### src/rtl/tmp_pkg.sv
// Shared definitions for the temperature-sensor period meter: FSM state
// encoding and default build widths. The phase controller's bench uses
// this package as well.
package tmp_pkg;

    // Default width of the period counter and the output code.
    localparam int TMP_PER_W    = 12;
    // Default log2 of the number of periods averaged into one code.
    localparam int TMP_AVG_LOG2 = 2;

    // Measurement sequencer states.
    typedef enum logic [1:0] {
        IDLE,
        ARM,
        MEAS,
        PUBLISH
    } tmp_state_e;

endpackage

### src/rtl/tmp_period_meter_if.sv
// Result handshake between the period meter (master) and readout logic (slave).
interface tmp_period_meter_if #(
    parameter int PER_W = tmp_pkg::TMP_PER_W
);
    logic [PER_W-1:0] code;
    logic             code_valid;
    logic             code_ready;
    logic             code_sat;
    logic             overrun;

    modport master (
        output code, code_valid, code_sat, overrun,
        input  code_ready
    );

    modport slave (
        input  code, code_valid, code_sat, overrun,
        output code_ready
    );
endinterface

### src/rtl/tmp_edge_det.sv
// Rising-edge detector for the controller's PD phase.
// Build option TMP_PD_DEGLITCH_EN: an edge needs pd high on two consecutive
// samples, so single-cycle pulses are rejected at the cost of one extra
// cycle of latency on every edge. Without it any 0->1 transition counts.
module tmp_edge_det (
    input  logic clk,
    input  logic reset,
    input  logic pd_i,
    output logic pd_edge_o
);

    logic pd_d_q;

`ifdef TMP_PD_DEGLITCH_EN
    logic pd_dd_q;

    // Two-deep pd history for the deglitched edge.
    // NOTE: non-blocking assignments make both stages sample the pre-edge
    // values, giving a true shift register rather than a single wire.
    always_ff @(posedge clk) begin
        if (reset) begin
            pd_d_q  <= 1'b0;
            pd_dd_q <= 1'b0;
        end else begin
            pd_d_q  <= pd_i;
            pd_dd_q <= pd_d_q;
        end
    end

    assign pd_edge_o = pd_i & pd_d_q & ~pd_dd_q;
`else
    // One-deep pd history for the plain edge.
    // NOTE: non-blocking assignment keeps the history one cycle behind pd_i.
    always_ff @(posedge clk) begin
        if (reset) begin
            pd_d_q <= 1'b0;
        end else begin
            pd_d_q <= pd_i;
        end
    end

    assign pd_edge_o = pd_i & ~pd_d_q;
`endif

endmodule

### src/rtl/tmp_period_meter.sv
// Temperature period meter: times the clk-cycle gap between PD rising
// edges, averages 2**AVG_LOG2 gaps and offers the mean on a valid/ready
// handshake. Build option TMP_PD_DEGLITCH_EN (in tmp_edge_det) rejects
// single-cycle PD pulses.
module tmp_period_meter
    import tmp_pkg::*;
#(
    parameter int PER_W    = TMP_PER_W,
    parameter int AVG_LOG2 = TMP_AVG_LOG2
) (
    input  logic               clk,
    input  logic               reset,
    input  logic               enable,
    input  logic               pd,
    tmp_period_meter_if.master bus
);

    localparam int               ACC_W       = PER_W + AVG_LOG2;
    localparam logic [PER_W-1:0] CNT_MAX     = '1;
    localparam logic [PER_W-1:0] CNT_ONE     = PER_W'(1);
    localparam logic [4:0]       LAST_SAMPLE = 5'((1 << AVG_LOG2) - 1);

    tmp_state_e       state_q;
    logic [PER_W-1:0] cnt_q;
    logic [PER_W-1:0] cnt_d;
    logic [ACC_W-1:0] acc_q;
    logic [ACC_W-1:0] acc_d;
    logic [4:0]       samples_q;
    logic             sat_q;
    logic             sample_sat;
    logic [PER_W-1:0] code_q;
    logic             code_valid_q;
    logic             code_sat_q;
    logic             overrun_q;
    logic             pd_edge;

    tmp_edge_det u_edge_det (
        .clk       (clk),
        .reset     (reset),
        .pd_i      (pd),
        .pd_edge_o (pd_edge)
    );

    // Saturating count-up value and the accumulator with the current period added.
    // NOTE: every output is assigned on every pass, so no latch can be inferred.
    always_comb begin
        sample_sat = (cnt_q == CNT_MAX);
        cnt_d      = sample_sat ? CNT_MAX : cnt_q + CNT_ONE;
        acc_d      = acc_q + ACC_W'(cnt_q);
    end

    // Sequencer, period timing, averaging and result handshake in one registered block.
    always_ff @(posedge clk) begin
        if (reset) begin
            state_q      <= IDLE;
            cnt_q        <= '0;
            acc_q        <= '0;
            samples_q    <= '0;
            sat_q        <= 1'b0;
            code_q       <= '0;
            code_valid_q <= 1'b0;
            code_sat_q   <= 1'b0;
            overrun_q    <= 1'b0;
        end else begin
            // Consumer takes the result; a publish below may re-assert valid.
            if (code_valid_q && bus.code_ready) begin
                code_valid_q <= 1'b0;
                overrun_q    <= 1'b0;
            end

            if (!enable) begin
                // Abort: drop the partial average, keep any pending result.
                state_q   <= IDLE;
                cnt_q     <= '0;
                acc_q     <= '0;
                samples_q <= '0;
                sat_q     <= 1'b0;
            end else begin
                unique case (state_q)
                    IDLE: begin
                        cnt_q     <= '0;
                        acc_q     <= '0;
                        samples_q <= '0;
                        sat_q     <= 1'b0;
                        state_q   <= ARM;
                    end
                    ARM: begin
                        // First edge only starts timing.
                        if (pd_edge) begin
                            cnt_q   <= CNT_ONE;
                            state_q <= MEAS;
                        end
                    end
                    MEAS: begin
                        if (pd_edge) begin
                            cnt_q     <= CNT_ONE;
                            acc_q     <= acc_d;
                            samples_q <= samples_q + 5'd1;
                            sat_q     <= sat_q | sample_sat;
                            if (samples_q == LAST_SAMPLE) begin
                                state_q <= PUBLISH;
                            end
                        end else begin
                            cnt_q <= cnt_d;
                        end
                    end
                    PUBLISH: begin
                        code_q       <= PER_W'(acc_q >> AVG_LOG2);
                        code_sat_q   <= sat_q;
                        code_valid_q <= 1'b1;
                        if (code_valid_q && !bus.code_ready) begin
                            overrun_q <= 1'b1;
                        end
                        // Timing never stops; an edge here is the first sample of the next average.
                        if (pd_edge) begin
                            cnt_q     <= CNT_ONE;
                            acc_q     <= ACC_W'(cnt_q);
                            samples_q <= 5'd1;
                            sat_q     <= sample_sat;
                            state_q   <= (LAST_SAMPLE == 5'd0) ? PUBLISH : MEAS;
                        end else begin
                            cnt_q     <= cnt_d;
                            acc_q     <= '0;
                            samples_q <= '0;
                            sat_q     <= 1'b0;
                            state_q   <= MEAS;
                        end
                    end
                    default: state_q <= IDLE;
                endcase
            end
        end
    end

    assign bus.code       = code_q;
    assign bus.code_valid = code_valid_q;
    assign bus.code_sat   = code_sat_q;
    assign bus.overrun    = overrun_q;

endmodule

### src/flat_wrapper.sv
// flat-port wrapper written by rule: the top's interface ports become plain ports
module tmp_period_meter_flat import tmp_pkg::*;
#(
    parameter int PER_W    = TMP_PER_W,
    parameter int AVG_LOG2 = TMP_AVG_LOG2
)
  (clk, reset, enable, pd, bus_code, bus_code_valid, bus_code_sat, bus_overrun, bus_code_ready);
  tmp_period_meter_if #(.PER_W(PER_W)) bus_i ();
  input  logic clk;
  input  logic reset;
  input  logic enable;
  input  logic pd;
  output wire logic [$bits(bus_i.code)-1:0] bus_code;
  output wire logic [$bits(bus_i.code_valid)-1:0] bus_code_valid;
  output wire logic [$bits(bus_i.code_sat)-1:0] bus_code_sat;
  output wire logic [$bits(bus_i.overrun)-1:0] bus_overrun;
  input wire logic [$bits(bus_i.code_ready)-1:0] bus_code_ready;
  assign bus_code = bus_i.code;
  assign bus_code_valid = bus_i.code_valid;
  assign bus_code_sat = bus_i.code_sat;
  assign bus_overrun = bus_i.overrun;
  assign bus_i.code_ready = bus_code_ready;
  tmp_period_meter #(.PER_W(PER_W), .AVG_LOG2(AVG_LOG2)) u_core (.clk(clk), .reset(reset), .enable(enable), .pd(pd), .bus(bus_i));
endmodule
### config.mk
export PLATFORM = sky130hd
export DESIGN_NAME = tmp_period_meter_flat
export DESIGN_NICKNAME = d
export VERILOG_FILES = /design/src/rtl/tmp_pkg.sv /design/src/rtl/tmp_period_meter_if.sv /design/src/rtl/tmp_edge_det.sv /design/src/rtl/tmp_period_meter.sv /design/src/flat_wrapper.sv
export SDC_FILE = /design/constraint.sdc
export NUM_CORES = 1
export LEC_CHECK = 0
export CAP_MARGIN = 20
export CORE_MARGIN = 3
export CORE_UTILIZATION = 45
export DETAILED_ROUTE_END_ITERATION = 8
export PLACE_DENSITY_LB_ADDON = 0.12
export REMOVE_ABC_BUFFERS = 1
export SETUP_SLACK_MARGIN = 0.05
export SLEW_MARGIN = 40
export SYNTH_ARGS = -nofsm -noshare
export SYNTH_HDL_FRONTEND = slang
export SYNTH_SLANG_ARGS = --single-unit
### constraint.sdc
create_clock -name clk -period 3.5 [get_ports clk]
set_input_delay 0.525 -clock clk [delete_from_list [all_inputs] [get_ports clk]]
set_output_delay 0.525 -clock clk [all_outputs]
set_load 0.05 [all_outputs]
# Yosys cells after proc, flatten, opt, wreduce, memory -nomap -nowiden
# Index checks and enable logic that the tools add are counted.
[word_totals]
ff_bits = 50
input_bits = 5
output_inout_bits = 15
[classes]
addsub = 3
eq_ne = 8
mux = 24
bitwise = 4
n_reduce_logical = 10
[op_table]
columns = ["operator", "count"]
rows = [
  ["$mux 12", 4],
  ["$pmux 14 s3", 1],
  ["$pmux 12 s3", 1],
  ["$pmux 5 s3", 1],
  ["$add 14x12->14", 1],
  ["$mux 14", 1],
  ["$add 12x1->12 const B", 1],
  ["$eq 12x12->1 const B", 1],
  ["$mux 1", 10],
  ["$pmux 2 s4", 1],
  ["$mux 2", 3],
  ["$ne 2x1->1 const B", 3],
  ["$add 5x1->5 const B", 1],
  ["$eq 5x2->1 const B", 1],
  ["$mux 5", 1],
  ["$eq 2x2->1 const B", 2],
  ["$reduce_and 2->1", 2],
  ["$reduce_or 2->1", 2],
  ["$pmux 1 s3", 1],
  ["$reduce_and 3->1", 1],
  ["$reduce_bool 3->1", 1],
  ["$eq 2x1->1 const B", 1],
  ["$logic_and 1x1->1", 2],
  ["$logic_not 2->1", 1],
  ["other kinds (4)", 5],
]

# Longest topological paths before layout
[logic_depth]
word_depth = 5
mapped_depth = 8

# By module
# Synthesis repeated with hierarchy kept, for this count alone.
[unflattened]
hier_cells = 346
hier_area_um2 = 2776.4
[by_module_without_submodules]
columns = ["module", "n_inst", "cells_per_inst", "area_each_um2", "seq_area_each_um2"]
rows = [
  ["tmp_period_meter", 1, 343, 2728.9, 980.9],
  ["tmp_edge_det", 1, 3, 47.5, 20.0],
]

# Worst setup path after synthesis
# No wires, ideal clock.
[synth_path]
kind = "register -> register"
start = "reg u_core.cnt_q[0]"
end = "reg u_core.acc_q[8]"
setup_ns = 0.091
t_arrival_ns = 1.883
t_required_ns = 3.409
path_slack_ns = 1.526
path_stages_with_launch = 9
period_less_slack_ns = 1.974
cell_sequence = "dfxtp_1 -> ha_1 -> inv_1 -> fa_1 -> nand2b_1 -> a211oi_1 -> nor2_1 -> xnor2_1 -> a311oi_1"
[synth_between]
elab_chain_cells = 3
[synth_rtl]
columns = ["element", "line_no", "source"]
rows = [
  ["from (decl)", "tmp_period_meter.sv:24", "logic [PER_W-1:0] cnt_q;"],
  ["from (signal assigned)", "tmp_period_meter.sv:104", "cnt_q <= cnt_d;"],
  ["from (signal assigned)", "tmp_period_meter.sv:122", "cnt_q <= cnt_d;"],
  ["$add 14x12->14", "tmp_period_meter.sv:49", "acc_d = acc_q + ACC_W'(cnt_q);"],
  ["$mux 14", "tmp_period_meter.sv:95", "if (pd_edge) begin"],
  ["$pmux 14 s3", "tmp_period_meter.sv:79", "unique case (state_q)"],
  ["to (signal assigned)", "tmp_period_meter.sv:117", "acc_q <= ACC_W'(cnt_q);"],
  ["to (decl)", "tmp_period_meter.sv:26", "logic [ACC_W-1:0] acc_q;"],
]
# No other way between the ends. The select of a mux whose other input is x is not followed.
# A chain may end at the register's enable or synchronous reset.

# Final worst setup path
# Ends and elaborated chain as after synthesis.

==> results.md <==
- Setup repair after global routing missed its margin: false
- Clock tree from TritonCTS: done
- Clk_skew: about 0.0057 ns
- Fin crit share: 0.673
- Die span in y: ~87 um
- Buffer depth of the longest clock path: 2
- Synth Cell Area: 2920 sq um
- Total global routing overflow: 0
- Origin of the critical flop-to-flop path: u_core.cnt_q[0]
- Port Buf Inserts: 19
- Clock buffers created by TritonCTS: 5
- Clock latency on the worst-skew pair: around 0.31 ns
- Maximum number of pins on one net before global-route repair: 23
- IR Drop Worst-Case VDD: between 150 and 200 uV
- PD cells: a little over 300 nW/um^2
- Initial standard-cell utilization of the core: 0.479
- Time the worst path needs with I/O delays and setup: 2.36 ns
- Worst hold path startpoint: u_core.bus.code[11]
- Avg WL per Cell: approximately 17 um
- Number of routed nets with antenna violations: 0
- Hold Path Sink: u_core.bus.code[11]
- Number of violations reported at the end of detailed-routing iteration 0: 297
- Final Max Tran Viols: 0
- DR pass1 iterations: 5
- Ys Warns: 0
- Setup TNS: 0 ns
- Final weighted congestion of routability-driven global placement: ~0.91
- Ys async rst share: 0
- DR DRC count: 0
- Crit. Startpoint: u_core.cnt_q[0]
- Site row count: 28
- Class of the most critical setup path: reg2reg
- DR WL met2: between 3000 and 4000 um
- Initial antenna violation count: 0
- Post-CTS Setup Repair Bufs: 0
- Required time reported for the critical path endpoint: between 3 and 4 ns
- Die Span X: between 80 and 90 um
- Total via count in the routed design: 2858
- Detailed Place HPWL: 5780 um
- Proportion of synthesized chip area in sequential cells: 0.343
- Post-CTS Resized: 0
- Cell count of the worst hold path: 2
- Peak clock frequency supported by timing: ~0.42 GHz
- Proportion of layout cells with a drive suffix above 1: 0.0355
- Type of the most critical hold path: reg2reg
- Top flip-flop cell by instance count after synthesis: sky130_fd_sc_hd__dfxtp_1
- Count of pins on the block boundary: 20
- Global-route wire length before repair: 13000 um
- Run status: finished clean
- Fraction of the core area covered by cells at the end of the flow: 0.530
- Destination of the worst register-to-register timing path: u_core.acc_q[8]
- Wirelength, routed: roughly 8000 um
- Leakage dissipation: approximately 1.1 nW
- Number of antenna diodes: 0
- Largest driver fanout on the critical path: 7
- Cell area after layout: 3230 sq um
- GR Util All Layers: 0.221
- Total of hold buffers inserted after clock tree synthesis: 0
- Via count of the first global-routing pass: 2554
- H-tree levels: 2
- Data arrival time of the critical path: 2.57 ns
- Post-DP Area: roughly 3100 sq um
- Clock Tree Root: sky130_fd_sc_hd__clkbuf_8
- Number of cells on the worst reg-to-reg path: 8
- Wire length the detailed router placed on met1: about 3800 um
- Reg2reg setup slack: 1.14 ns
- Die ar.: 7490 sq um
- Slew at the pin closest to its max-slew limit: a little under 0.8 ns
- FF+latch count, synth: 50
- Via density per instance: ~6
- Clock-pin slew on the worst setup and hold paths: approximately 0.090 ns
- Number of nets in the finished design: between 400 and 500
- Max Cap Violations: 0
- Gate count after technology mapping: between 300 and 400
- Met3 routed WL: 433 um
- Kind of end point of the critical path: flip-flop
- Library cells used by synthesis: between 50 and 60
- Layout overhead on the synthesized area: 10.8%
- Final Hold Violating Endpoints: 0
- Type of origin of the critical path: flip-flop
- Clock net sink count: 50
- Synthesized area per cell: ~7.6 sq um
- Total setup violations reported at the end of the flow: 0
- Worst slew margin relative to its limit: 0.472
- Uppermost layer routed: met4
- Number of enable flip-flop cells after synthesis: 0
- Placeable Area: between 6000 and 7000 sq um
## layout make-up
cell class / count / area [sq um]
Clock inverter: 1 / 5.00
Timing Repair Buffer: 23 / 220
Inverter: 10 / 37.5
Clock buffer: 7 / 86.3
Fill cell: 620 / 2860
Tap cell: 75 / 93.8
Multi-Input combinational cell: 303 / 1790
Sequential cell: 50 / 1000
## cell usage after synthesis (2+ instances only)
cell / count / area share
sky130_fd_sc_hd__nor3_1: 5 / 0.0086
sky130_fd_sc_hd__o31ai_1: 4 / 0.010
sky130_fd_sc_hd__a21boi_0: 2 / 0.0051
sky130_fd_sc_hd__a21oi_1: 53 / 0.091
sky130_fd_sc_hd__a21o_1: 6 / 0.015
sky130_fd_sc_hd__a211oi_1: 8 / 0.021
sky130_fd_sc_hd__nor4_1: 4 / 0.0086
sky130_fd_sc_hd__clkbuf_1: 13 / 0.017
sky130_fd_sc_hd__and2_1: 3 / 0.0064
sky130_fd_sc_hd__o21a_1: 6 / 0.015
sky130_fd_sc_hd__dfxtp_1: 50 / 0.34
sky130_fd_sc_hd__xnor2_1: 2 / 0.0060
sky130_fd_sc_hd__nand2_1: 59 / 0.076
sky130_fd_sc_hd__a22oi_1: 3 / 0.0077
sky130_fd_sc_hd__o211ai_1: 3 / 0.0077
sky130_fd_sc_hd__or4_1: 2 / 0.0051
sky130_fd_sc_hd__and3_1: 4 / 0.0086
sky130_fd_sc_hd__mux2_2: 2 / 0.0077
sky130_fd_sc_hd__xor2_1: 4 / 0.012
sky130_fd_sc_hd__nand2b_1: 10 / 0.021
sky130_fd_sc_hd__nor2_1: 26 / 0.033
sky130_fd_sc_hd__a32oi_1: 3 / 0.0090
sky130_fd_sc_hd__buf_2: 6 / 0.010
sky130_fd_sc_hd__ha_1: 14 / 0.060
sky130_fd_sc_hd__a31oi_1: 3 / 0.0064
sky130_fd_sc_hd__nand3_1: 10 / 0.017
sky130_fd_sc_hd__inv_1: 9 / 0.012
sky130_fd_sc_hd__nand4_1: 4 / 0.0086
sky130_fd_sc_hd__nor2b_1: 7 / 0.015
sky130_fd_sc_hd__o22ai_1: 2 / 0.0043
sky130_fd_sc_hd__o21ai_0: 31 / 0.053
sky130_fd_sc_hd__or3_1: 3 / 0.0064
## worst max-delay path by stage
stage | to | slack (ns) | cells after the start
floorplan | u_core.acc_q[12] | 1.45 | 5
global placement | u_core.acc_q[12] | 0.89 | 6
detailed placement | u_core.acc_q[12] | 0.87 | 6
CTS | u_core.acc_q[8] | 1.15 | 8
global route | u_core.acc_q[8] | 0.87 | 8
finish | u_core.acc_q[8] | 1.14 | 8
## power breakdown
| part | total (mW) | internal [mW] | leakage (nW) | switching (mW) |
|---|---|---|---|---|
| sequential | 0.579 | 0.572 | 0.403 | 0.00757 |
| combinational | 0.0607 | 0.0193 | 0.683 | 0.0415 |
| clock | 0.355 | 0.160 | 0.0482 | 0.195 |
| total | 0.995 | 0.751 | 1.13 | 0.244 |
## state kept, by name, indices dropped and copies added, names as in the netlist, 2 cells and up, named ones only
| signal | count |
|---|---|
| u_core.cnt_q | 12 |
| u_core.bus.code | 12 |
| u_core.samples_q | 5 |
| u_core.state_q | 2 |
| u_core.acc_q | 14 |
## cells by family (layout without fill, tap and decap cells)
family	after synthesis	after routing	share of synthesized area
AOI/OAI and AO/OA	138	138	0.291
adders and majority gates	15	15	0.0669
and+or+nand+nor	141	141	0.226
buffers and inverters	30	41	0.0437
muxes	3	3	0.0111
xor gates and xnor gates	6	6	0.0180
DFF	50	50	0.343
## per-layer routing
| metal | global-route usage | vias up |
|---|---|---|
| met5 | 0 | - |
| met4 | 0.0510 | 0 |
| met3 | 0.0342 | 7 |
| met2 | 0.348 | 73 |
| met1 | 0.317 | 1367 |
| li1 | - | 1411 |
## stage by stage
stage                     setup slack, ns  cells  power, mW  hold WS, ns
after global routing                0.871    469       1.04        0.481
final                                1.14    469      0.995        0.460
after CTS                            1.15    469       1.01        0.461
after detailed placement            0.873    461      0.653        0.447
after global placement              0.890    461      0.651        0.443
after floorplan                      1.45    363      0.624        0.425
## placed cells by master, fill, tap and decap left out, types with 4 or more instances in the layout
cell	instances
sky130_fd_sc_hd__a211oi_1	8
sky130_fd_sc_hd__a21o_1	6
sky130_fd_sc_hd__a21oi_1	53
sky130_fd_sc_hd__and3_1	4
sky130_fd_sc_hd__buf_4	4
sky130_fd_sc_hd__clkbuf_8	6
sky130_fd_sc_hd__clkdlybuf4s50_1	19
sky130_fd_sc_hd__dfxtp_1	50
sky130_fd_sc_hd__ha_1	14
sky130_fd_sc_hd__inv_1	9
sky130_fd_sc_hd__nand2_1	59
sky130_fd_sc_hd__nand2b_1	10
sky130_fd_sc_hd__nand3_1	10
sky130_fd_sc_hd__nand4_1	4
sky130_fd_sc_hd__nor2_1	26
sky130_fd_sc_hd__nor2b_1	7
sky130_fd_sc_hd__nor3_1	5
sky130_fd_sc_hd__nor4_1	4
sky130_fd_sc_hd__o21a_1	6
sky130_fd_sc_hd__o21ai_0	31
sky130_fd_sc_hd__o31ai_1	4
sky130_fd_sc_hd__xor2_1	4
## worst max-delay path: stages, from the launching register on
cell	delay, ns
sky130_fd_sc_hd__dfxtp_1	0.46
sky130_fd_sc_hd__ha_1	0.26
sky130_fd_sc_hd__inv_1	0.07
sky130_fd_sc_hd__fa_1	0.39
sky130_fd_sc_hd__nand2b_1	0.19
sky130_fd_sc_hd__a211oi_1	0.39
sky130_fd_sc_hd__nor2_1	0.11
sky130_fd_sc_hd__xnor2_1	0.14
sky130_fd_sc_hd__a311oi_1	0.26
Note: power is estimated with default switching activity, not from simulation.
